===== src/rtl/icache_arbiter.sv =====
// -----------------------------------------------------------------------------
// icache_arbiter
//   Shares one instruction-cache port between two fetch requesters (r0, r1).
//   Requests are arbitrated round-robin (or fixed priority to r0), and the
//   owner of every accepted request is queued in a small owner FIFO so that
//   in-order icache responses can be routed back to the requester that asked.
//
// Handshake semantics (all request/response channels):
//   A transfer happens on a rising clk_i edge where valid and ready are both 1.
//   A source that raises valid holds it, and its payload, stable until the
//   transfer happens. Ready may depend combinationally on valid; valid never
//   depends on ready.
//
// Ports
//   clk_i, rst_ni                  CPU clock, asynchronous active-low reset
//   rN_req_addr_i/valid_i/ready_o  requester N fetch request channel
//   rN_resp_addr_o/data_o/valid_o  requester N response channel
//   rN_resp_ready_i                requester N accepts the response
//   ic_req_addr_o/valid_o/ready_i  request channel towards the icache
//   ic_resp_addr_i/data_i/valid_i  response channel from the icache
//   ic_resp_ready_o                arbiter accepts the icache response
//   outstanding_o                  owner FIFO occupancy
//   err_o                          sticky: response arrived with no owner
//   rN_grants_o                    accepted-request counters per requester
//
// Build option
//   ICACHE_ARB_STATS_EN            when defined, rN_grants_o count accepted
//                                  requests (saturating); otherwise tied to 0.
// -----------------------------------------------------------------------------
package icache_arbiter_pkg;
  typedef logic [31:0] memaddr_t;
  typedef logic [31:0] word_t;
endpackage

module icache_arbiter
  import icache_arbiter_pkg::*;
#(
  parameter int DEPTH      = 4,
  parameter bit FIXED_PRIO = 1'b0
) (
  input  logic                     clk_i,
  input  logic                     rst_ni,
  input  memaddr_t                 r0_req_addr_i,
  input  logic                     r0_req_valid_i,
  output logic                     r0_req_ready_o,
  input  memaddr_t                 r1_req_addr_i,
  input  logic                     r1_req_valid_i,
  output logic                     r1_req_ready_o,
  output memaddr_t                 r0_resp_addr_o,
  output word_t                    r0_resp_data_o,
  output logic                     r0_resp_valid_o,
  input  logic                     r0_resp_ready_i,
  output memaddr_t                 r1_resp_addr_o,
  output word_t                    r1_resp_data_o,
  output logic                     r1_resp_valid_o,
  input  logic                     r1_resp_ready_i,
  output memaddr_t                 ic_req_addr_o,
  output logic                     ic_req_valid_o,
  input  logic                     ic_req_ready_i,
  input  memaddr_t                 ic_resp_addr_i,
  input  word_t                    ic_resp_data_i,
  input  logic                     ic_resp_valid_i,
  output logic                     ic_resp_ready_o,
  output logic [$clog2(DEPTH):0]   outstanding_o,
  output logic                     err_o,
  output logic [31:0]              r0_grants_o,
  output logic [31:0]              r1_grants_o
);

  localparam int PW = $clog2(DEPTH);
  localparam int CW = PW + 1;

  typedef enum logic {IDLE, LOCKED} state_t;

  state_t          state_q, state_d;
  logic            owner_q, owner_d;   // requester held while LOCKED
  logic            last_q;             // requester granted most recently
  logic            sel;                // requester currently presented
  logic            sel_valid;
  logic            accept;
  logic            pop;
  logic            drop;
  logic            full, empty;
  logic            head;
  logic            err_q;
  logic [CW-1:0]   count_q;
  logic [PW-1:0]   wr_ptr_q, rd_ptr_q;
  logic            fifo_q [DEPTH];

  assign full  = (count_q == CW'(DEPTH));
  assign empty = (count_q == '0);
  assign head  = fifo_q[rd_ptr_q];

  // ---------------------------------------------------------------------------
  // Arbitration and request path
  // ---------------------------------------------------------------------------
  always_comb begin
    sel = 1'b0;
    if (state_q == LOCKED) begin
      sel = owner_q;
    end else if (!FIXED_PRIO && r0_req_valid_i && r1_req_valid_i) begin
      sel = ~last_q;
    end else if (r0_req_valid_i) begin
      sel = 1'b0;
    end else if (r1_req_valid_i) begin
      sel = 1'b1;
    end
  end

  assign sel_valid      = sel ? r1_req_valid_i : r0_req_valid_i;
  // A full FIFO blocks the request outright, even when a pop happens in the
  // same cycle, so a freed slot is only reusable one cycle later.
  assign ic_req_valid_o = rst_ni && sel_valid && !full;
  assign ic_req_addr_o  = sel ? r1_req_addr_i : r0_req_addr_i;
  assign r0_req_ready_o = rst_ni && ic_req_ready_i && !sel && !full;
  assign r1_req_ready_o = rst_ni && ic_req_ready_i &&  sel && !full;
  assign accept         = ic_req_valid_o && ic_req_ready_i;

  // ---------------------------------------------------------------------------
  // Owner-lock FSM: once a request is offered and stalled, its owner is held
  // until the icache takes it, so the address never changes under a stall.
  // ---------------------------------------------------------------------------
  always_comb begin
    state_d = state_q;
    owner_d = owner_q;
    case (state_q)
      IDLE: begin
        if (ic_req_valid_o && !ic_req_ready_i) begin
          state_d = LOCKED;
          owner_d = sel;
        end
      end
      LOCKED: begin
        if (accept) begin
          state_d = IDLE;
        end
      end
      default: state_d = IDLE;
    endcase
  end

  always_ff @(posedge clk_i or negedge rst_ni) begin
    if (!rst_ni) begin
      state_q <= IDLE;
      owner_q <= 1'b0;
      last_q  <= 1'b1;   // r0 wins the first tie after reset
    end else begin
      state_q <= state_d;
      owner_q <= owner_d;
      if (accept) begin
        last_q <= sel;
      end
    end
  end

  // ---------------------------------------------------------------------------
  // Response routing. With no owner queued, responses are swallowed and
  // flagged rather than back-pressured, so a confused icache cannot hang.
  // ---------------------------------------------------------------------------
  assign r0_resp_addr_o = ic_resp_addr_i;
  assign r0_resp_data_o = ic_resp_data_i;
  assign r1_resp_addr_o = ic_resp_addr_i;
  assign r1_resp_data_o = ic_resp_data_i;

  always_comb begin
    r0_resp_valid_o = 1'b0;
    r1_resp_valid_o = 1'b0;
    ic_resp_ready_o = 1'b0;
    if (rst_ni) begin
      if (empty) begin
        ic_resp_ready_o = 1'b1;
      end else begin
        r0_resp_valid_o = ic_resp_valid_i && !head;
        r1_resp_valid_o = ic_resp_valid_i &&  head;
        ic_resp_ready_o = head ? r1_resp_ready_i : r0_resp_ready_i;
      end
    end
  end

  assign pop  = ic_resp_valid_i && ic_resp_ready_o && !empty;
  assign drop = ic_resp_valid_i && ic_resp_ready_o &&  empty;

  // ---------------------------------------------------------------------------
  // Owner FIFO
  // ---------------------------------------------------------------------------
  always_ff @(posedge clk_i) begin
    if (accept) begin
      fifo_q[wr_ptr_q] <= sel;
    end
  end

  always_ff @(posedge clk_i or negedge rst_ni) begin
    if (!rst_ni) begin
      wr_ptr_q <= '0;
      rd_ptr_q <= '0;
      count_q  <= '0;
      err_q    <= 1'b0;
    end else begin
      if (accept) begin
        wr_ptr_q <= wr_ptr_q + 1'b1;
      end
      if (pop) begin
        rd_ptr_q <= rd_ptr_q + 1'b1;
      end
      case ({accept, pop})
        2'b10:   count_q <= count_q + 1'b1;
        2'b01:   count_q <= count_q - 1'b1;
        default: count_q <= count_q;
      endcase
      if (drop) begin
        err_q <= 1'b1;
      end
    end
  end

  assign outstanding_o = count_q;
  assign err_o         = err_q;

  // ---------------------------------------------------------------------------
  // Grant statistics
  // ---------------------------------------------------------------------------
`ifdef ICACHE_ARB_STATS_EN
  logic [31:0] grants0_q, grants1_q;

  always_ff @(posedge clk_i or negedge rst_ni) begin
    if (!rst_ni) begin
      grants0_q <= '0;
      grants1_q <= '0;
    end else if (accept) begin
      if (!sel && grants0_q != 32'hFFFF_FFFF) begin
        grants0_q <= grants0_q + 32'd1;
      end
      if (sel && grants1_q != 32'hFFFF_FFFF) begin
        grants1_q <= grants1_q + 32'd1;
      end
    end
  end

  assign r0_grants_o = grants0_q;
  assign r1_grants_o = grants1_q;
`else
  assign r0_grants_o = '0;
  assign r1_grants_o = '0;
`endif

endmodule


===== config.mk =====
export PLATFORM = sky130hd
export DESIGN_NAME = icache_arbiter
export DESIGN_NICKNAME = d
export VERILOG_FILES = /design/src/rtl/icache_arbiter.sv
export SDC_FILE = /design/constraint.sdc
export NUM_CORES = 1
export LEC_CHECK = 0
export CORE_AREA = 2 2 144 146
export CTS_BUF_LIST = sky130_fd_sc_hd__clkbuf_2
export DETAILED_ROUTE_END_ITERATION = 16
export DIE_AREA = 0 0 146 148
export DONT_BUFFER_PORTS = 1
export PLACE_DENSITY = 0.3
export SYNTH_ARGS = -nofsm -noshare
export SYNTH_HDL_FRONTEND = slang
export SYNTH_SLANG_ARGS = --single-unit

===== constraint.sdc =====
create_clock -name clk_i -period 4.5 [get_ports clk_i]
set_clock_uncertainty 0.05 [all_clocks]
set_input_delay 0.675 -clock clk_i [delete_from_list [all_inputs] [get_ports clk_i]]
set_output_delay 0.675 -clock clk_i [all_outputs]
set_load 0.05 [all_outputs]

==> impl_results.md <==
- Post-synth EDFFs: 4
- Die span in y: 148 um
- Synthesized flop and latch total: 15
- Yosys warnings: 0
- Filler Cells Inserted: ~2.3k
- F_max: roughly 0.34 GHz
- Wire per inst: approximately 11 um
- Syn Inst Count: 308
- Max VDD drop: ~0.00014 V
- # resized after CTS: 0
- Drt first pass iters: 4
- CTS Buf Count: 3
- Initial core utilization: roughly 14%
- Synth Flop Type: dfrtp_1
- Rows: 52
- Clk buf depth: 2
- Maxcap violations: 0
- Gr usage total: 3.78%
- Reg-to-reg endpoint: outstanding_o[2]$_DFFE_PN0P_
- Worst hold path type: input port to async pin
- Crit start category: flip-flop
- Final Hold Vio Count: 0
- Final #Nets: 327
- Status: complete, no violations
- DR iter-0 viols: 22
- Drt total wl: around 5 mm
- Commonest non-fill, non-tap cell in the layout: conb_1
- Max-slew violations: 0
- Synth cell types: 36
- Most frequent cells in the layout: conb_1 (64), mux2_2 (31), dfrtp_1 (10)
- Antenna diodes: 0
- CTS H-tree depth: 1
- Leakage: 0.000772 uW
- Seq/Total Area, Yosys: between 10 and 15%
- Setup CP Type: flip-flop to output pin
- Die area: about 22000 sq um
- CTS tree: done
- Initial antenna violation count: 1
- DRT antenna net count: 0
- Hpwl dp: roughly 4.2 mm
- Vias: between 1k and 1.5k
- Tcrit/Tclk final: roughly 66%
- Clock transition at path regs: approximately 160 ps
- Vias per cell: between 2 and 3
- Slowest CP cell: nor2b_1
- Largest net degree at the start of global routing: 35
- FF-to-FF Start: outstanding_o[2]$_DFFE_PN0P_
- DRC violations left: 0
- GPL Wtd Cong: between 0.7 and 0.8
- Crit-path cells: or3_1 -> nand3_1 -> nor2b_1
- Reg2reg path depth: 10
- Worst R2R Setup Slack: ~1900 ps
- Skew-Pair Late Insertion Delay: roughly 290 ps
- Total grt overflow: 0
- Worst Path Max Fanout: 6
- PortBufs: 0
- P&R area growth vs syn: -30.8%
- Layout cells sized above 1: 27.7%
- Mean post-synth cell area: 8.90 sq um
- Sink Count: 15
- Dpl ws: between 1500 and 2000 ps
- Critical Path RT: ~3800 ps
- Max stage delay on crit path: roughly 780 ps
- Die width: between 100 and 150 um
- Fin worst setup slack: 1530 ps
- Data arrival time of the worst path: roughly 2300 ps
- Area leader, netlist: buf_4
- Vias in the first global route: roughly 1.1k
- Pwr per Cell Area: 786 nW/um^2
- Setup TNS: 0 ps
- Number of setup violations in the final report: 0
- Worst-Margin Slew: around 1200 ps
- Post-CTS Setup Bufs: 0
- Share of the synthesized area in the top cell type: ~53%
- RSZ-0062 raised after global routing: false
- First-pass GRT wire length: between 6 and 7 mm
- Top Ports: 370
- Ys async rst share: between 70% and 80%
- Slew headroom: about a fifth
- CP endpoint kind: output pin
- Syn Std Cell Area: 2740 sq um
- Root buffer cell: clkbuf_2
- Synth area leaders: buf_4 (53%), mux2_2 (13%), dfrtp_1 (9.1%)
- Min cycle time layout: slightly below 3000 ps
- Core region area: 20000 sq um
## what timing repair did
| item | in CTS | in global routing |
|---|---|---|
| hold endpoints to repair | 5 | 5 |
| setup endpoints to repair | 0 | 0 |
| hold buffers | 1 | 1 |
## Yosys cell counts (2+ instances only)
cell type / count
buf_6: 3
and2_2: 4
nand2b_1: 2
nand3_1: 2
nor2_1: 7
ha_1: 5
inv_1: 7
edfxtp_1: 4
mux2_2: 31
mux2i_1: 7
xor2_1: 3
buf_4: 193
xnor2_1: 2
dfrtp_1: 10
mux2_4: 2
nand2_1: 6
## cells by family after synthesis
group,after synthesis,share of synthesized area [%]
AOI/OAI and AO/OA,9,2.65
xor gates and xnor gates,5,1.60
adders and majority gates,6,3.01
buffers and inverters,203,55.0
DFF,15,14.5
muxes,41,16.8
other,1,0.137
and+or+nand+nor,28,6.34
## layout make-up
type                            instances  area [sq um]  area share [%]
Clock buffer                            3          15.0           0.792
Clock inverter                          1          5.00           0.264
Inverter                                7          26.3            1.39
Multi-Input combinational cell        153          1070            56.6
Sequential cell                        15           397            20.9
Tap cell                              270           338            17.8
Timing Repair Buffer                    5          42.5            2.24
## per-stage QoR
step           cells  hold WS, ps  total power [uW]  util, %  area, sq um
2_1_floorplan    371          329              1700        -         2980
3_3_place_gp     448          330              1430     9.27         1860
3_5_place_dp     448          330              1430     9.27         1860
4_1_cts          453         1.48              1510     9.42         1890
5_1_grt          454         95.6              1560     9.47         1900
6_report         454          148              1490     9.47         1900
## critical path, delay by kind of cell (launching register included)
family / cells / cell delay [ps]
and+or+nand+nor: 3 / 1210
DFF: 1 / 750
## metal layers
layer / vias to the layer above / track usage, % / part of all wire [%]
li1: 475 / - / -
met4: 0 / 2.52 / 5.0
met5: - / 0 / 0
met2: 124 / 8.09 / 57
met1: 497 / 2.97 / 28
met3: 47 / 0.802 / 11
## state kept, by name, indices dropped and copies added, names as in the netlist, named ones only
| name | cells |
|---|---|
| owner_q | 1 |
| err_o | 1 |
| outstanding_o | 3 |
| rd_ptr_q | 2 |
| last_q | 1 |
| wr_ptr_q | 2 |
| fifo_q | 4 |
## how the worst max path moves through the flow
stage                                 startpoint              end  slack [ps]  depth (start not counted)
CTS                      rd_ptr_q[1]$_DFFE_PN0P_  ic_resp_ready_o        1470                          4
global placement                  r0_req_valid_i   r0_req_ready_o        1790                          7
global route                  last_q$_DFFE_PN1P_   r0_req_ready_o        1360                          7
detailed placement                r0_req_valid_i   r0_req_ready_o        1770                          7
finish              outstanding_o[0]$_DFFE_PN0P_  r1_resp_valid_o        1530                          3
floorplan                         r0_req_valid_i   r1_req_ready_o        1890                          6
## power by group
group	switching [uW]	internal, uW
clock network	46.7	20.1
registers	127	202
logic	820	274
total	994	496
No activity file was read; power rests on OpenSTA's default activity.
